==> src/rtl/round_ctrl_if.sv <==
// Player-datapath <-> round sequencer bundle; master drives the game events, slave is round_ctrl.
interface round_ctrl_if;
    logic       start;
    logic       pause;
    logic       hit;
    logic [2:0] lives;
    logic       wave_clear;
    logic       play;
    logic       player_clr;
    logic       freeze;
    logic       gameover;
    logic [3:0] wave;
    logic [1:0] state;

    modport master (
        output start, pause, hit, lives, wave_clear,
        input  play, player_clr, freeze, gameover, wave, state
    );

    modport slave (
        input  start, pause, hit, lives, wave_clear,
        output play, player_clr, freeze, gameover, wave, state
    );
endinterface

==> src/rtl/round_ctrl.sv <==
// Round sequencer: IDLE -> RUN <-> RESPAWN, RUN -> OVER -> IDLE, with every output registered.
// Pause support (toggle on pause edge while in RUN) is compiled in with ROUND_CTRL_PAUSE_EN.
module round_ctrl #(
    parameter int RESPAWN_CYCLES = 120,
    parameter int OVER_CYCLES    = 600,
    parameter int MAX_WAVE       = 9
) (
    input  logic        dclk,
    input  logic        clr,
    round_ctrl_if.slave bus
);
    typedef enum logic [1:0] {
        IDLE    = 2'd0,
        RUN     = 2'd1,
        RESPAWN = 2'd2,
        OVER    = 2'd3
    } state_e;

    localparam logic [9:0] RESPAWN_LOAD = 10'(RESPAWN_CYCLES - 1);
    localparam logic [9:0] OVER_LOAD    = 10'(OVER_CYCLES - 1);
    localparam logic [3:0] WAVE_MAX     = 4'(MAX_WAVE);

    state_e     state_q, state_d;
    logic [9:0] cnt_q, cnt_d;
    logic [3:0] wave_q, wave_d;
    logic       start_q, pause_q;
    logic       paused_q, paused_d;
    logic       start_ev, pause_ev;
    logic       clr_evt;
    logic       play_q, play_d;
    logic       freeze_q, freeze_d;
    logic       gameover_q, gameover_d;
    logic       player_clr_q, player_clr_d;

    assign start_ev = bus.start & ~start_q;
    assign pause_ev = bus.pause & ~pause_q;

    always_ff @(posedge dclk) begin
        if (clr) begin
            state_q      <= IDLE;
            cnt_q        <= '0;
            wave_q       <= '0;
            start_q      <= 1'b0;
            pause_q      <= 1'b0;
            play_q       <= 1'b0;
            freeze_q     <= 1'b1;
            gameover_q   <= 1'b0;
            player_clr_q <= 1'b0;
        end else begin
            state_q      <= state_d;
            cnt_q        <= cnt_d;
            wave_q       <= wave_d;
            start_q      <= bus.start;
            pause_q      <= bus.pause;
            play_q       <= play_d;
            freeze_q     <= freeze_d;
            gameover_q   <= gameover_d;
            player_clr_q <= player_clr_d;
        end
    end

`ifdef ROUND_CTRL_PAUSE_EN
    always_ff @(posedge dclk) begin
        if (clr) begin
            paused_q <= 1'b0;
        end else begin
            paused_q <= paused_d;
        end
    end
`else
    logic unused_pause;
    assign paused_q     = 1'b0;
    assign unused_pause = pause_ev;
`endif

    always_comb begin
        state_d  = state_q;
        cnt_d    = cnt_q;
        wave_d   = wave_q;
        paused_d = 1'b0;
        clr_evt  = 1'b0;
        case (state_q)
            IDLE: begin
                if (start_ev) begin
                    state_d = RUN;
                    wave_d  = 4'd1;
                    clr_evt = 1'b1;
                end
            end
            RUN: begin
`ifdef ROUND_CTRL_PAUSE_EN
                paused_d = paused_q ^ pause_ev;
`endif
                // A hit outranks a simultaneous wave_clear; a paused round ignores both.
                if (!paused_q) begin
                    if (bus.hit && (bus.lives >= 3'd2)) begin
                        state_d = RESPAWN;
                        cnt_d   = RESPAWN_LOAD;
                        clr_evt = 1'b1;
                    end else if (bus.hit || (bus.lives == 3'd0)) begin
                        state_d = OVER;
                        cnt_d   = OVER_LOAD;
                    end else if (bus.wave_clear) begin
                        if (wave_q < WAVE_MAX) begin
                            wave_d = wave_q + 4'd1;
                        end
                        clr_evt = 1'b1;
                    end
                end
                if (state_d != RUN) begin
                    paused_d = 1'b0;
                end
            end
            RESPAWN: begin
                if (cnt_q == 10'd0) begin
                    state_d = RUN;
                end else begin
                    cnt_d = cnt_q - 10'd1;
                end
            end
            OVER: begin
                if (cnt_q == 10'd0) begin
                    state_d = IDLE;
                    wave_d  = 4'd0;
                end else begin
                    cnt_d = cnt_q - 10'd1;
                end
            end
            default: state_d = IDLE;
        endcase
    end

    // Outputs are decoded from the next state so they register alongside it.
    always_comb begin
        play_d       = (state_d != IDLE);
        freeze_d     = (state_d != RUN) | paused_d;
        gameover_d   = (state_d == OVER);
        player_clr_d = clr_evt & ~player_clr_q;
    end

    assign bus.state      = state_q;
    assign bus.play       = play_q;
    assign bus.freeze     = freeze_q;
    assign bus.gameover   = gameover_q;
    assign bus.player_clr = player_clr_q;
    assign bus.wave       = wave_q;
endmodule
==> src/flat_wrapper.sv <==
// flat-port wrapper written by rule: the top's interface ports become plain ports
module round_ctrl_flat 
#(
    parameter int RESPAWN_CYCLES = 120,
    parameter int OVER_CYCLES    = 600,
    parameter int MAX_WAVE       = 9
)
  (dclk, clr, bus_start, bus_pause, bus_hit, bus_lives, bus_wave_clear, bus_play, bus_player_clr, bus_freeze, bus_gameover, bus_wave, bus_state);
  round_ctrl_if bus_i ();
  input  logic dclk;
  input  logic clr;
  input wire logic [$bits(bus_i.start)-1:0] bus_start;
  input wire logic [$bits(bus_i.pause)-1:0] bus_pause;
  input wire logic [$bits(bus_i.hit)-1:0] bus_hit;
  input wire logic [$bits(bus_i.lives)-1:0] bus_lives;
  input wire logic [$bits(bus_i.wave_clear)-1:0] bus_wave_clear;
  output wire logic [$bits(bus_i.play)-1:0] bus_play;
  output wire logic [$bits(bus_i.player_clr)-1:0] bus_player_clr;
  output wire logic [$bits(bus_i.freeze)-1:0] bus_freeze;
  output wire logic [$bits(bus_i.gameover)-1:0] bus_gameover;
  output wire logic [$bits(bus_i.wave)-1:0] bus_wave;
  output wire logic [$bits(bus_i.state)-1:0] bus_state;
  assign bus_i.start = bus_start;
  assign bus_i.pause = bus_pause;
  assign bus_i.hit = bus_hit;
  assign bus_i.lives = bus_lives;
  assign bus_i.wave_clear = bus_wave_clear;
  assign bus_play = bus_i.play;
  assign bus_player_clr = bus_i.player_clr;
  assign bus_freeze = bus_i.freeze;
  assign bus_gameover = bus_i.gameover;
  assign bus_wave = bus_i.wave;
  assign bus_state = bus_i.state;
  round_ctrl #(.RESPAWN_CYCLES(RESPAWN_CYCLES), .OVER_CYCLES(OVER_CYCLES), .MAX_WAVE(MAX_WAVE)) u_core (.dclk(dclk), .clr(clr), .bus(bus_i));
endmodule
==> config.mk <==
export PLATFORM = sky130hd
export DESIGN_NAME = round_ctrl_flat
export DESIGN_NICKNAME = d
export VERILOG_FILES = /design/src/rtl/round_ctrl_if.sv /design/src/rtl/round_ctrl.sv /design/src/flat_wrapper.sv
export SDC_FILE = /design/constraint.sdc
export NUM_CORES = 1
export LEC_CHECK = 0
export CAP_MARGIN = 25
export CORE_MARGIN = 4
export CORE_UTILIZATION = 45
export DETAILED_ROUTE_END_ITERATION = 8
export GPL_ROUTABILITY_DRIVEN = 1
export HOLD_SLACK_MARGIN = 0.12
export PLACE_DENSITY = 0.73
export SLEW_MARGIN = 20
export SYNTH_ARGS = -nofsm -noshare
export SYNTH_HDL_FRONTEND = slang
export SYNTH_SLANG_ARGS = --single-unit
==> constraint.sdc <==
create_clock -name dclk -period 2.1 [get_ports dclk]
set_clock_uncertainty 0.05 [all_clocks]
set_input_delay 0.21 -clock dclk [delete_from_list [all_inputs] [get_ports dclk]]
set_output_delay 0.21 -clock dclk [all_outputs]
set_load 0.02 [all_outputs]
Word level (Yosys, flattened, before mapping) --
Cells that the tools add are included.
Operators by class: add/subtract/negate cells 2, magnitude comparators 2, eq/ne operators 13, multiplexer cells 22, bitwise operators 4, reductions and logical operators 11
Operators by type and width (count):
- 10-bit 2-to-1 mux | 3
- 4-bit 2-to-1 mux | 6
- 10-bit one-hot mux with 2 select lines | 1
- 4-bit one-hot mux with 3 select lines | 1
- 10-bit zero test | 1
- 2-bit 2-to-1 mux | 5
- 10-bit by 1-bit subtractor with 10-bit output, second input constant | 1
- 2-bit by 1-bit != test with 1-bit output, second input constant | 4
- 2-bit != test, second input constant | 4
- 2-bit one-hot mux with 4 select lines | 1
- 7-bit AND reduction | 1
- 2-bit == test, second input constant | 3
- 4-bit by 1-bit adder with 4-bit output, second input constant | 1
- 4-bit < comparator, second input constant | 1
- 1-bit 2-to-1 mux | 4
- 2-bit nonzero test | 2
- 3-bit by 2-bit >= comparator with 1-bit output, second input constant | 1
- 3-bit zero test | 1
- 3-bit by 1-bit != test with 1-bit output, second input constant | 1
- 3-bit AND reduction | 1
- 3-bit nonzero test | 1
- 1-bit bitwise AND | 2
- 2-bit by 1-bit == test with 1-bit output, second input constant | 1
- 2-bit zero test | 1
- other kinds (5) | 6
Word-level totals: bits in registers 21, bits of input ports 9, output and inout port bits 10, word-level logic and storage cells 62

Depth between registers and ports, before layout --
depth after elaboration 6, gate-level depth with buffers 7, gate-level depth less buffers 7

Worst setup path after synthesis --
OpenSTA, ideal clock, no wires.
kind register to register, start point register u_core.cnt_q[0], end point register u_core.wave_q[3], in the netlist u_core.bus.wave[3], setup time 0.086 ns, arrival 2.047 ns, required time 1.964 ns, slack -0.084 ns, cell stages (with the launch flop) 8, buffers on the path 0, period minus slack after synthesis 2.184 ns, path through dfxtp_1 -> inv_1 -> ha_1 -> or4b_1 -> o31a_4 -> a211oi_4 -> nand4_1 -> a221oi_2
On the way: longest elaborated chain between the ends 3
RTL lines:
- start, declared | line round_ctrl.sv:24 | logic [9:0] cnt_q, cnt_d;
- start signal, assigned | line round_ctrl.sv:51 | cnt_q <= cnt_d;
- 10-bit zero test | line round_ctrl.sv:122 | if (cnt_q == 10'd0) begin
- 2-bit by 1-bit != test with 1-bit output (no line)
- 7-bit AND reduction (no line)
- end signal, assigned | line round_ctrl.sv:52 | wave_q <= wave_d;
- end, declared | line round_ctrl.sv:25 | logic [3:0] wave_q, wave_d;
Every way passes these cells. A chain may end at the register's enable or synchronous reset.

Final worst setup path --
start point register u_core.cnt_q[1], end point register u_core.wave_q[3], in the netlist u_core.bus.wave[3]
The elaborated chain is that of the path after synthesis.

==> impl_metrics.env <==
export IMPL_status="finished, violations left"
export IMPL_violations="negative setup slack"
export IMPL_place_inst=188
export IMPL_cts_tree="yes"
export IMPL_root_buffer="clkbuf_4"
export IMPL_routed_wl_mm=2.65
export IMPL_ys_ff_latch=21
export IMPL_port_buffers=17
export IMPL_layout_area_seq_um2=422
export IMPL_cp_slowest_cell="or4b_4"
export IMPL_cp_top_family="compound AO/OA/AOI/OAI gates"
export IMPL_rsz0062_at_grt="yes"
export IMPL_layout_drive_gt1_share_pct=26.0
export IMPL_nets=182
export IMPL_clock_latency_ns=0.31
export IMPL_syn_area_um2=1060
export IMPL_worstMarginPinSlew_ns=0.584
export IMPL_syn_inst=124
export IMPL_post_route_drc_count=0
export IMPL_grt_max_degree=13
export IMPL_gr_usage_all_layers_pct=18.1
export IMPL_ys_async_sr_fraction_pct=0
export IMPL_hpwl_mm=1.94
export IMPL_synth_top_area_cell="dfxtp_1"
export IMPL_slew_headroom_pct=60.1
export IMPL_htree_num_levels=1
export IMPL_post_synth_top_count_cell="dfxtp_1"
export IMPL_seq_power_share_pct=37.0
export IMPL_grt_pass1_wl_mm=4.57
export IMPL_post_place_ws_ns=-0.0592
export IMPL_period_minus_slack_ns=2.12
export IMPL_avgSynthCellArea_um2=8.54
export IMPL_via_per_inst=5.32
export IMPL_cts_made_buffers=3
export IMPL_setup_ws_ns=-0.0249
export IMPL_die_w_um=56.5
export IMPL_synth_seq_area_share_pct=39.7
export IMPL_crit_chain="inv_2 > ha_4 > or4b_4 > o31a_4 > a211oi_4 > nand4_1 > a221oi_2"
export IMPL_synthFlopType="dfxtp_1"
export IMPL_multi_input_area_um2=641
export IMPL_hold_path_class="register to register"
export IMPL_drv_cap=0
export IMPL_stdcell_count=197
export IMPL_crit_fanout=5
export IMPL_clk_path_buf_depth=2
export IMPL_post_route_util_pct=68.7
export IMPL_die_area_um2=3190
export IMPL_place_gp_congestion=0.912
export IMPL_cts_sinks=21
export IMPL_num_vias=1049
export IMPL_n_antenna_cell=0
export IMPL_die_h_um=56.5
export IMPL_p_per_area_nw_per_um2=881
export IMPL_wl_per_cell_um=13.5
export IMPL_p_leak_nw=0.587
export IMPL_fmax_mhz=471
export IMPL_grt_pass1_vias=1025
export IMPL_power_internal_w=0.000876
export IMPL_rows=17
export IMPL_worstSetupPathType="register to register"
export IMPL_p_sw_w=0.000475
export IMPL_clkPwrFrac_pct=15.0
export IMPL_setup_viol=2
export IMPL_hold_viol=0
export IMPL_synthTopCellsByArea="dfxtp_1 40%, nor3_1 4.3%, nor2_1 3.9%, a211oi_1 3.5%, ha_1 3.5%"
export IMPL_drtAntennaViolNets=0
export IMPL_fin_crit_sh_pct=101
export IMPL_synth_top_area_share_pct=39.7
export IMPL_synth_edf_count=0
export IMPL_switching_share_pct=35.2
export IMPL_drv_slew=0
export IMPL_syn_nets=136
export IMPL_postCtsHoldBufs=0
export IMPL_grt_ovfl_total=0
export IMPL_endpoint_kind="register"
export IMPL_design_power_total_w=0.00135
export IMPL_drt_iter0_drc=22
export IMPL_path_buf_inv=1
export IMPL_yosysUniqueCellTypes=37
export IMPL_synth_commonest_cells="21 x dfxtp_1, 11 x nor2_1, 10 x nand2_1"
export IMPL_yosysWarnings=0
export IMPL_cts_clk_slew_worst_paths_ns=0.12
export IMPL_combPwrFrac_pct=48.1
export IMPL_arrival_ns=2.31
export IMPL_antenna_found_initial=0
export IMPL_critPathRequiredTime_ns=2.29
export IMPL_core_area_um2=2230
export IMPL_nFillCells=186
export IMPL_initial_utilization_pct=47.4
export IMPL_synthToLayoutAreaGrowth_pct=44.9
export IMPL_first_pass_iters=4
export IMPL_slowest_delay_ns=0.49
export IMPL_io_pins=19
export IMPL_cp_start_kind="register"
export IMPL_peakVddDrop_mv=0.528
## power by group through the flow
stage | Combinational [W] | Clock, W | Sequential [W]
floorplan | 0.000308 | 0 | 0.000530
detailed placement | 0.000577 | 0 | 0.000505
global placement | 0.000568 | 0 | 0.000504
CTS | 0.000612 | 0.000207 | 0.000499
finish | 0.000649 | 0.000202 | 0.000500
global route | 0.000708 | 0.000220 | 0.000508
## layout make-up
class / instances / share of cell area, %
inverters: 7 / 1.71
clock buffers: 4 / 1.71
repair buffers: 45 / 25.0
flip-flops and latches: 21 / 27.5
well taps: 28 / 2.28
multi-input cells: 92 / 41.8
## worst paths after layout
path                         startpoint                    end  cells after the start  slack [ns]
setup reg to reg        u_core.cnt_q[1]     u_core.bus.wave[3]                      7       -0.02
hold reg to reg   u_core.bus.player_clr  u_core.bus.player_clr                      1        0.39
setup / recovery        u_core.cnt_q[1]     u_core.bus.wave[3]                      7       -0.02
hold / removal    u_core.bus.player_clr  u_core.bus.player_clr                      1        0.39
## cell families (layout without fill, tap and decap cells)
group                    Yosys count  after routing  share of synthesized area, %
AND/OR/NAND/NOR                   50             50                          25.1
AO/OA/AOI/OAI                     33             33                          22.6
flip-flops                        21             21                          39.7
buffers and inverters             11             56                          4.02
XOR/XNOR                           5              5                          4.14
adder cells (fa/ha/maj)            3              3                          3.55
multiplexers                       1              1                         0.946
## flip-flops by register name, summed over array words and instances (netlist names)
register and cells:
u_core.bus.gameover 1, u_core.bus.play 1, u_core.bus.wave 4, u_core.bus.player_clr 1, u_core.bus.freeze 1, u_core.cnt_q 10, u_core.start_q 1, u_core.bus.state 2
## metrics by stage
| step | hold slack, ns | TNS (ns) | area (um2) |
|---|---|---|---|
| 2_1_floorplan | 0.288 | 0 | 1070 |
| 3_3_place_gp | 0.365 | -0.0507 | 1430 |
| 3_5_place_dp | 0.369 | -0.175 | 1430 |
| 4_1_cts | 0.393 | -0.0282 | 1500 |
| 5_1_grt | 0.416 | -0.556 | 1530 |
| 6_report | 0.390 | -0.0344 | 1530 |
## per-layer routing
metal	vias up	part of all wire, %	track usage (%)	wire length [um]
met5	-	0	0	0
met1	485	45	22.3	1200
met3	5	3.2	2.99	85
met4	0	1.7	6.10	44
met2	19	50	31.4	1330
li1	540	-	-	-
## timing repair
item,CTS,global route
setup buffers,3,2
endpoints found under the hold margin,0,0
resized for setup,6,4
setup endpoints to repair,6,11
## cell usage in the layout, fill, tap and decap left out, types with 5 or more instances in the layout
master and n:
dfxtp_1 20, nand2_1 10, a21oi_1 6, nor2_1 11, buf_4 27, clkdlybuf4s50_1 17, nor3_1 9, a211oi_1 5
o21ai_0 7, inv_1 5
No activity file was read; power rests on OpenSTA's default activity.
==> RTL edit, RTL diff (config.mk and constraints unchanged) <==
Add a define of `ROUND_CTRL_PAUSE_EN`.
--- a/src/rtl/round_ctrl.sv
+++ b/src/rtl/round_ctrl.sv
@@ -1,4 +1,6 @@
 // Round sequencer: IDLE -> RUN <-> RESPAWN, RUN -> OVER -> IDLE, with every output registered.
 // Pause support (toggle on pause edge while in RUN) is compiled in with ROUND_CTRL_PAUSE_EN.
+`define ROUND_CTRL_PAUSE_EN
+
 module round_ctrl #(
     parameter int RESPAWN_CYCLES = 120,
Formal check against the unedited RTL: not equivalent (Yosys sat finds a counterexample within 4 cycles, from zero or initial values).
==> RTL edit against the original RTL <==
- non-clock buffer count shrank 5
- wire length grew 22%
- synthesized cell count grew 17%
- worst hold slack lost 0.0053 ns
- worst setup slack gained 0.082 ns
- total power shrank 4.0%
- largest cell class unchanged
- combinational power shrank 14%
- final cell count grew 8.6%
- sequential cell count grew 2
- area after synthesis grew 17%
- design area grew 9.8%
- via count grew 19%
==> RTL edit: results (changes against the original RTL) <==
Power and ir drop
  • Comb. pwr: 557 uW (was 649 uW)
  • Switching pwr: 457 uW (was 475 uW)
  • Sequential Power: 524 uW (was 500 uW)
  • Lkg Pwr: 0.616 nW (was 0.587 nW)

Placement
  • Placed Area: 1610 um2 (was 1430 um2)
  • Cell count after placement: 209 (was 188)
  • PortBufs: 18 (was 17)

Route
  • M1 WL: 1.51 mm (was 1.20 mm)
  • DR vias/cell: 5.86 (was 5.32)
  • Met3 WL post-DR: 153 um (was 85 um)

Worst setup path
  • Crit path max-delay cell type: or4b_2 (was or4b_4)
  • CP Capture Point: u_core.cnt_q[3]$_SDFFE_PP0P_ (was u_core.bus.wave[3]$_SDFFE_PP0P_)
  • R2r startpoint: u_core.cnt_q[0]$_SDFFE_PP0P_ (was u_core.cnt_q[1]$_SDFFE_PP0P_)
  • Slowest stage delay, CP: 0.62 ns (was 0.49 ns)
  • Reg-to-reg slack, setup: 0.06 ns (was -0.02 ns)

Global routing
  • M2 GR Usage: 30.1% (was 31.4%)
  • Met1 usage: 26.3% (was 22.3%)
  • Total GRT Usage: 19.7% (was 18.1%)

Yosys
  • Avg Cell Area, Syn: 8.53 um2 (was 8.54 um2)
  • Synth cell types: 43 (was 37)
  • Synthesized flop and latch total: 23 (was 21)

Outcome
  • Status: complete, no violations (was finished, violations left)

Clock tree
  • Post-CTS resize count: 4 (was 6)
  • Total setup buffers inserted after CTS: 0 (was 3)

STA
  • Hold WS: 0.384 ns (was 0.390 ns)
-- RTL edit: cell types whose count changed after synthesis, moves of 3 or more --
cell	change
nor2_1	-3
nor4_1	+3
a21oi_1	+3
xnor2_1	-3
nand2_1	-5
nand3_1	+4
or3_1	+5
inv_1	+5
or4b_2	+3
-- RTL edit: final cells by class --
cell class / instances / area (um2)
Fill cell: 224 / 861
Multi-Input combinational cell: 105 / 762
Sequential cell: 23 / 463
Timing Repair Buffer: 40 / 349
Inverter: 12 / 45.0
Tap cell: 30 / 37.5
Clock buffer: 3 / 22.5
Clock inverter: 1 / 5.00
-- RTL edit: cell families (layout without fill, tap and decap cells) --
group           Yosys count  in the layout  synth area share, %
simple gates             57             57                 27.3
compound gates           41             41                 23.8
flops                    23             23                 37.2
buf+inv                  17             56                 5.26
mux                       4              4                 3.34
fa+ha+maj                 3              3                 3.04
